===== src/rtl/led_pattern_pkg.sv =====
// led_pattern_pkg: mode encoding and PWM counter width shared by the LED
// pattern generator and anything that decodes its mode_o output.
package led_pattern_pkg;

    typedef enum logic [1:0] {
        MODE_BIN_UP = 2'd0,
        MODE_BIN_DN = 2'd1,
        MODE_GRAY   = 2'd2,
        MODE_SCAN   = 2'd3
    } mode_t;

    localparam int PWM_W = 4;

    // Modes cycle 0 -> 1 -> 2 -> 3 -> 0; the 2-bit add wraps naturally.
    function automatic mode_t next_mode(input mode_t m);
        return mode_t'(m + 2'd1);
    endfunction

endpackage


===== src/rtl/tick_prescaler.sv =====
// tick_prescaler: divides the system clock into a one-cycle enable pulse
// every DIV clocks. No derived clock is produced; consumers gate on tick.
module tick_prescaler #(
    parameter int DIV = 4194304
) (
    input  logic clk,
    input  logic rst,
    output logic tick
);

    localparam int               CNT_W = $clog2(DIV);
    localparam logic [CNT_W-1:0] LAST  = CNT_W'(DIV - 1);

    logic [CNT_W-1:0] r_cnt;

    // Free-running count 0..DIV-1, wrapping back to 0.
    always_ff @(posedge clk) begin
        if (rst) begin
            r_cnt <= '0;
        end else if (r_cnt == LAST) begin
            r_cnt <= '0;
        end else begin
            r_cnt <= r_cnt + CNT_W'(1);
        end
    end

    // High for exactly the cycle in which the count sits at DIV-1.
    assign tick = (r_cnt == LAST);

endmodule


===== src/rtl/led_pattern_gen.sv =====
// led_pattern_gen: four-mode LED pattern generator (binary up, binary down,
// Gray code, bouncing scan) stepped by a prescaler tick, with the mode
// advanced by a synchronised push button.
// Optional build macro LED_PATTERN_PWM_EN adds a 4-bit PWM brightness gate
// on the LED outputs driven by the bright input.
module led_pattern_gen
    import led_pattern_pkg::*;
#(
    parameter int LED_W = 8,
    parameter int DIV   = 4194304
) (
    input  logic             clk,
    input  logic             rst,
    input  logic             mode_btn,
    input  logic             pause,
    input  logic [3:0]       bright,
    output logic [LED_W-1:0] led,
    output logic             tick,
    output logic [1:0]       mode_o
);

    localparam int               POS_W     = $clog2(LED_W);
    // Position from which an upward step lands on the top endpoint.
    localparam logic [POS_W-1:0] POS_TURN  = POS_W'(LED_W - 2);
    localparam logic [POS_W-1:0] POS_ONE   = POS_W'(1);

    logic             w_tick;
    logic             r_sync1;
    logic             r_sync2;
    logic             r_sync2_d;
    logic             w_btn_rise;
    logic             w_step;

    mode_t            r_mode;
    mode_t            w_mode_nxt;
    logic [LED_W-1:0] r_count;
    logic [LED_W-1:0] w_count_nxt;
    logic [POS_W-1:0] r_pos;
    logic [POS_W-1:0] w_pos_nxt;
    logic             r_dir_down;
    logic             w_dir_down_nxt;
    logic [LED_W-1:0] r_pattern;
    logic [LED_W-1:0] w_pattern_nxt;

    // LED image of a given state: count directly, its Gray code, or one-hot scan.
    function automatic logic [LED_W-1:0] pattern_of(
        input mode_t            m,
        input logic [LED_W-1:0] c,
        input logic [POS_W-1:0] p
    );
        case (m)
            MODE_GRAY: return c ^ (c >> 1);
            MODE_SCAN: return {{(LED_W-1){1'b0}}, 1'b1} << p;
            default:   return c;
        endcase
    endfunction

    tick_prescaler #(
        .DIV (DIV)
    ) u_prescaler (
        .clk  (clk),
        .rst  (rst),
        .tick (w_tick)
    );

    // Two-flop synchroniser plus a delayed copy for rising-edge detection.
    always_ff @(posedge clk) begin
        if (rst) begin
            r_sync1   <= 1'b0;
            r_sync2   <= 1'b0;
            r_sync2_d <= 1'b0;
        end else begin
            r_sync1   <= mode_btn;
            r_sync2   <= r_sync1;
            r_sync2_d <= r_sync2;
        end
    end

    assign w_btn_rise = r_sync2 & ~r_sync2_d;
    // A mode change on the same edge swallows the tick.
    assign w_step     = w_tick & ~pause & ~w_btn_rise;
    assign w_mode_nxt = w_btn_rise ? next_mode(r_mode) : r_mode;

    // Next count / scan state: a mode change clears it, a step advances it.
    always_comb begin
        w_count_nxt    = r_count;
        w_pos_nxt      = r_pos;
        w_dir_down_nxt = r_dir_down;
        if (w_btn_rise) begin
            w_count_nxt    = '0;
            w_pos_nxt      = '0;
            w_dir_down_nxt = 1'b0;
        end else if (w_step) begin
            case (r_mode)
                MODE_BIN_UP, MODE_GRAY: w_count_nxt = r_count + LED_W'(1);
                MODE_BIN_DN:            w_count_nxt = r_count - LED_W'(1);
                MODE_SCAN: begin
                    if (!r_dir_down) begin
                        w_pos_nxt = r_pos + POS_ONE;
                        if (r_pos == POS_TURN) begin
                            w_dir_down_nxt = 1'b1;
                        end
                    end else begin
                        w_pos_nxt = r_pos - POS_ONE;
                        if (r_pos == POS_ONE) begin
                            w_dir_down_nxt = 1'b0;
                        end
                    end
                end
                default: w_count_nxt = r_count;
            endcase
        end
    end

    assign w_pattern_nxt = pattern_of(w_mode_nxt, w_count_nxt, w_pos_nxt);

    // Mode/pattern state machine; the pattern register tracks the state on the same edge.
    always_ff @(posedge clk) begin
        if (rst) begin
            r_mode     <= MODE_BIN_UP;
            r_count    <= '0;
            r_pos      <= '0;
            r_dir_down <= 1'b0;
            r_pattern  <= '0;
        end else begin
            r_mode     <= w_mode_nxt;
            r_count    <= w_count_nxt;
            r_pos      <= w_pos_nxt;
            r_dir_down <= w_dir_down_nxt;
            r_pattern  <= w_pattern_nxt;
        end
    end

`ifdef LED_PATTERN_PWM_EN
    logic [PWM_W-1:0] r_pwm_cnt;
    logic [PWM_W-1:0] w_pwm_nxt;
    logic             w_pwm_on;
    logic [LED_W-1:0] r_led;

    // Gate on the PWM value that will be current after this edge, so the
    // registered led matches pattern & (pwm_cnt < bright) in the same cycle.
    assign w_pwm_nxt = r_pwm_cnt + PWM_W'(1);
    assign w_pwm_on  = (w_pwm_nxt < bright);

    // Free-running PWM counter.
    always_ff @(posedge clk) begin
        if (rst) begin
            r_pwm_cnt <= '0;
        end else begin
            r_pwm_cnt <= w_pwm_nxt;
        end
    end

    // Registered LED drive: pattern masked by the PWM duty.
    always_ff @(posedge clk) begin
        if (rst) begin
            r_led <= '0;
        end else begin
            r_led <= w_pattern_nxt & {LED_W{w_pwm_on}};
        end
    end

    assign led = r_led;
`else
    logic w_unused_bright;

    assign w_unused_bright = ^bright;
    assign led             = r_pattern;
`endif

    assign tick   = w_tick;
    assign mode_o = r_mode;

endmodule

===== config.mk =====
export PLATFORM = sky130hd
export DESIGN_NAME = led_pattern_gen
export DESIGN_NICKNAME = d
export VERILOG_FILES = /design/src/rtl/led_pattern_pkg.sv /design/src/rtl/tick_prescaler.sv /design/src/rtl/led_pattern_gen.sv
export SDC_FILE = /design/constraint.sdc
export NUM_CORES = 1
export LEC_CHECK = 0
export BUFFER_PORTS_ARGS = -buffer_cell sky130_fd_sc_hd__buf_4
export CAP_MARGIN = 20
export CORE_UTILIZATION = 54
export DETAILED_ROUTE_END_ITERATION = 12
export GPL_ROUTABILITY_DRIVEN = 0
export PLACE_DENSITY_LB_ADDON = 0.1
export SYNTH_ARGS = -nofsm -noshare
export SYNTH_HDL_FRONTEND = slang
export SYNTH_SLANG_ARGS = --single-unit
export TNS_END_PERCENT = 1

===== constraint.sdc =====
create_clock -name clk -period 2.71 [get_ports clk]
set_clock_uncertainty 0.05 [all_clocks]
set_input_delay 0.1355 -clock clk [delete_from_list [all_inputs] [get_ports clk]]
set_output_delay 0.1355 -clock clk [all_outputs]
set_load 0.005 [all_outputs]

# Word level (Yosys, flattened, before mapping)
# Cells that the tools add are included.
# totals
regBits,47
input_bits,8
output_inout_bits,11
wordCells,48
# op_classes
add_sub_neg,6
n_eq_ne,8
n_shift,1
n_mux,12
n_bitwise,7
n_reduce_logical,5
# op_table
op,n
8-bit one-hot mux with 2 select lines,2
"22-bit by 1-bit adder with 22-bit output, second input constant",1
"22-bit == test, second input constant",1
8-bit 2-to-1 mux,2
3-bit 2-to-1 mux,4
"8-bit by 1-bit adder with 8-bit output, second input constant",1
"2-bit == test, second input constant",4
"1-bit by 3-bit << shifter with 8-bit output, first input constant",1
"8-bit by 1-bit subtractor with 8-bit output, second input constant",1
8-bit by 7-bit XOR with 8-bit output,1
2-bit OR reduction,3
"3-bit by 1-bit adder with 3-bit output, second input constant",1
1-bit AND,3
"3-bit by 1-bit == test with 1-bit output, second input constant",1
"3-bit == test, second input constant",1
1-bit 2-to-1 mux,3
1-bit inverter,3
"3-bit by 1-bit subtractor with 3-bit output, second input constant",1
"2-bit by 1-bit adder with 2-bit output, second input constant",1
"2-bit by 1-bit == test with 1-bit output, second input constant",1
2-bit logical NOT,1
2-bit 2-to-1 mux,1
2-bit AND reduction,1

# Logic depth before layout (Yosys ltp)
# logic_depth
depth_word,8
ltp_mapped,12
depth_no_buf,11

# Modules after synthesis
# Synthesis repeated with hierarchy kept, for this count alone.
# unflattened
hier_cells,332
area_unflattened_um2,2782.7
# modules_own_cells
mod,instances,cells_per_inst,area_each_um2,seq_area_each_um2
led_pattern_gen,1,216,1791.7,500.5
tick_prescaler,1,116,991.0,440.4

# Worst setup path before layout
# No wires, ideal clock.
# synth_timing
path_type,flip-flop to flip-flop
startpoint,"reg r_mode[1], in the netlist mode_o[1]"
endpoint,"reg r_pattern[6], in the netlist led[6]"
setup_ns,0.069
arrival_ns,2.752
required_time_ns,2.591
slack_ns,-0.161
path_stages_with_launch,13
n_path_buf,1
synth_period_minus_slack_ns,2.871
cell_sequence,dfxtp_1 > clkinv_1 > ha_1 > buf_2 > xor2_1 > ha_1 > a41o_1 > nand2_1 > o22ai_1 > or4b_4 > o211ai_2 > nand3_2 > o21ai_1
# synth_between
elab_chain_len,7
word_cells_on_any_way,18
cone_classes,add/sub (1); eq/ne (5); shift (1); mux (8); bitwise (1); reduce/logical (2)
# synth_rtl
element,line,source
"start, declared",led_pattern_gen.sv:34,mode_t r_mode;
"start signal, assigned",led_pattern_gen.sv:126,r_mode <= w_mode_nxt;
2-bit == test / 2-bit logical NOT (equally long branches),led_pattern_gen.sv:94,case (r_mode)
2-bit OR reduction,led_pattern_gen.sv:94,
8-bit one-hot mux with 2 select lines,led_pattern_gen.sv:94,
8-bit 2-to-1 mux,led_pattern_gen.sv:93,end else if (w_step) begin
8-bit 2-to-1 mux,led_pattern_gen.sv:89,if (w_btn_rise) begin
8-bit by 7-bit XOR with 8-bit output,led_pattern_gen.sv:52,MODE_GRAY: return c ^ (c >> 1);
8-bit one-hot mux with 2 select lines *,led_pattern_gen.sv:51,case (m)
"end signal, assigned",led_pattern_gen.sv:130,r_pattern <= w_pattern_nxt;
"end, declared",led_pattern_gen.sv:42,logic [LED_W-1:0] r_pattern;
# Every way passes the cells marked *; elsewhere a longest branch is shown, timed or not.
# A chain may end at the register's enable or synchronous reset.

# Worst setup path in the final report
# Same ends and word-level chain as after synthesis.

==> summary.md <==
| Metric | Value |
|---|---|
| Starting density of the core | 57.4% |
| Syn nets | ~340 |
| Final period utilization | roughly nine tenths |
| Static Leak | 1.17 nW |
| Grt ovf | 0 |
| Top post-synthesis cells by count | dfxtp_1 (47), nor2_1 (41), xor2_1 (24) |
| Data arrival, critical path | between 2 and 3 ns |
| CTS Sinks | between 40 and 50 |
| Die Y | between 70 and 80 microns |
| Worst EP required | approximately 2.9 ns |
| Seq. cell area | around 940 sq um |
| Area added between synthesis and finish | 12.3% |
| RSZ-0062 raised after global routing | no |
| Clk_lat worst skew | around 0.30 ns |
| Top cell family by delay on the critical path | compound AO/OA/AOI/OAI gates |
| I/O pins | 19 |
| Critical path's most frequent cell | ha_1 |
| Total Routed Length | roughly 5900 microns |
| CTS clk-pin slew, worst paths | 0.09 ns |
| CP max stage cell | or4b_4 |
| Diode count | 0 |
| Sequential area share after synthesis | between 30% and 40% |
| Yosys warning total | 0 |
| Post-CTS Setup Bufs | 0 |
| Routed length per instance | 14.4 microns |
| Async SR Flop Fraction | 0% |
| Global-route wire length before repair | about 9500 microns |
| Dpl cells | approximately 400 |
| Total GRT Usage | 23.3% |
| Synth Register Bits | 47 |
| Die ar. | between 5000 and 6000 sq um |
| Power density over cell area | about 440 nW/um^2 |
| Cell with the most instances after synthesis | dfxtp_1 |
| Top achievable clock speed | approximately 400 MHz |
| Setup crit end kind | flop |
| # port buffers | 14 |
| Root buf cell | clkbuf_8 |
| Die width | around 74 microns |
| Mapped Cells | roughly 330 |
| CP peak stage delay | just over 0.5 ns |
| HP Class | input pin to flop |
| DRC | 0 |
| Primary FF master, synth | dfxtp_1 |
| Final worst slack | between 0.2 and 0.25 ns |
| Final Setup Violations | 0 |
| Avg Synthesized Cell Area | 8.54 sq um |
| Synth top area share | roughly a third |
| Peak VDD IR | approximately 0.32 mV |
| Cell taking the most area after synthesis | dfxtp_1 |
| Finished Core Util | approximately 64% |
| Post-Syn Area | about 2800 sq um |
| Post-route ant nets | 0 |
| Largest net degree at the start of global routing | 19 |
| CORE AREA | 4850 sq um |
| EDFF count, synth | 0 |
| Vias in the first global route | ~2000 |
| FILL cells | 430 |
| DP Worst Slack | approximately 0.26 ns |
| CTS tree | built |
| Layout cell share with drive strength beyond 1 | ~17% |
| Multi-input gate area | between 1500 and 2000 sq um |
| Worst Tran Pin Value | 0.575 ns |
| Critical path buffers and inverters | 1 |
| Dominant cells by area after synthesis | dfxtp_1 (34%), xor2_1 (7.6%), nor2_1 (5.5%) |
| Number of hold violations in the final report | 0 |
| Placement Rows | 25 |
| Via/cell ratio | 5.71 |
| CP max FO | 5 |
| Initial antenna violation count | 0 |
| Status | finished, final reports clean |
| Vias | roughly 2300 |
| Htree depth | 2 |
| Final-report max-slew violation count | 0 |
| Final Critical Period | ~2.5 ns |
| Worst slew margin | about three fifths |
| Longest Clk Path Bufs | 2 |
| CP startpoint kind | flop |
| Number of max-cap violations | 0 |
| Post-DP HPWL | approximately 4300 microns |
| DRT iter0 DRCs | between 200 and 250 |
| CP Cell Sequence | clkinv_2, ha_1, xor2_1, ha_1, a41o_1, nand2_1, o22ai_2, or4b_4, o211ai_2, nand3_2, o21ai_1 |
| Layout net count | ~360 |
| Post-synthesis cell type count | 66 |
| Post-Route Setup TNS | 0 ns |
| Final cell count without fillers | 407 |
| Critical path class | flop to flop |
| Num CTS Buffers | 5 |
| Router iterations before antenna repair | 4 |
## sequential cells by signal, indices dropped and copies added (netlist names)
signal,flops
r_dir_down,1
led,8
r_sync2_d,1
mode_o,2
r_count,8
r_sync2,1
r_sync1,1
r_pos,3
u_prescaler.r_cnt,22
## per-stage QoR
stage          area (sq um)  hold WS [ns]  total power [mW]
4_1_cts                3110        0.0788              1.39
2_1_floorplan          2790         0.214             0.769
3_5_place_dp           2960         0.316             0.791
3_3_place_gp           2960         0.303             0.789
5_1_grt                3130        0.0863              1.43
6_report               3130        0.0756              1.39
## path summary, 6_finish.rpt
check	start	to	slack, ns	cells after the start
worst max-delay path	mode_o[1]	led[6]	0.24	11
worst min-delay path	rst	u_prescaler.r_cnt[21]	0.08	2
worst max register to register	mode_o[1]	led[6]	0.24	11
worst min register to register	r_sync1	r_sync2	0.42	1
## area by class of cell
cell class / instances / area share [%]
clock buffer: 5 / 2.20
multi-input combinational: 253 / 55.8
clock inverter: 3 / 2.16
tap: 67 / 2.68
timing repair buffer: 26 / 6.33
inverter: 6 / 0.761
sequential: 47 / 30.1
## layer usage
| layer | part of all wire (%) | GRT usage (%) | up-vias |
|---|---|---|---|
| li1 | - | - | 1156 |
| met1 | 50 | 32.8 | 1110 |
| met2 | 44 | 36.0 | 51 |
| met3 | 5.5 | 4.66 | 5 |
| met4 | 1.0 | 6.20 | 0 |
| met5 | 0 | 0 | - |
## cell usage in the layout (no fill, tap or decap), types with 5 or more instances in the layout
cell type   n
inv_1       5
o21ai_0     7
buf_4      25
a21oi_1    11
nor2_1     41
nand3_1    12
nand4_1     5
nor3_1      9
nand2b_1    7
dfxtp_1    47
and2_1      6
xor2_1     23
clkbuf_8    5
ha_1       10
xnor2_1    15
nand2_1    21
nor2b_1     9
## repair_timing
item / in CTS / in global routing
hold buffers: 1 / 0
endpoints found under the setup margin: 0 / 2
gates resized for setup: 0 / 2
endpoints found under the hold margin: 1 / 0
## power breakdown
group	internal [mW]	switching [mW]	total, mW
Combinational	0.0295	0.0458	0.0753
Clock	0.368	0.242	0.610
Sequential	0.697	0.00503	0.702
## kinds of logic (layout without fill, tap and decap cells)
kind of cell	after synthesis	count (layout)	share of synthesized area, %
xor gates and xnor gates	39	39	12.3
DFF	47	47	33.8
AOI/OAI and AO/OA	54	54	13.3
and+or+nand+nor	146	146	30.2
buffers and inverters	26	40	4.36
adders and majority gates	10	10	4.49
muxes	4	4	1.48
No activity file was read; power rests on OpenSTA's default activity.
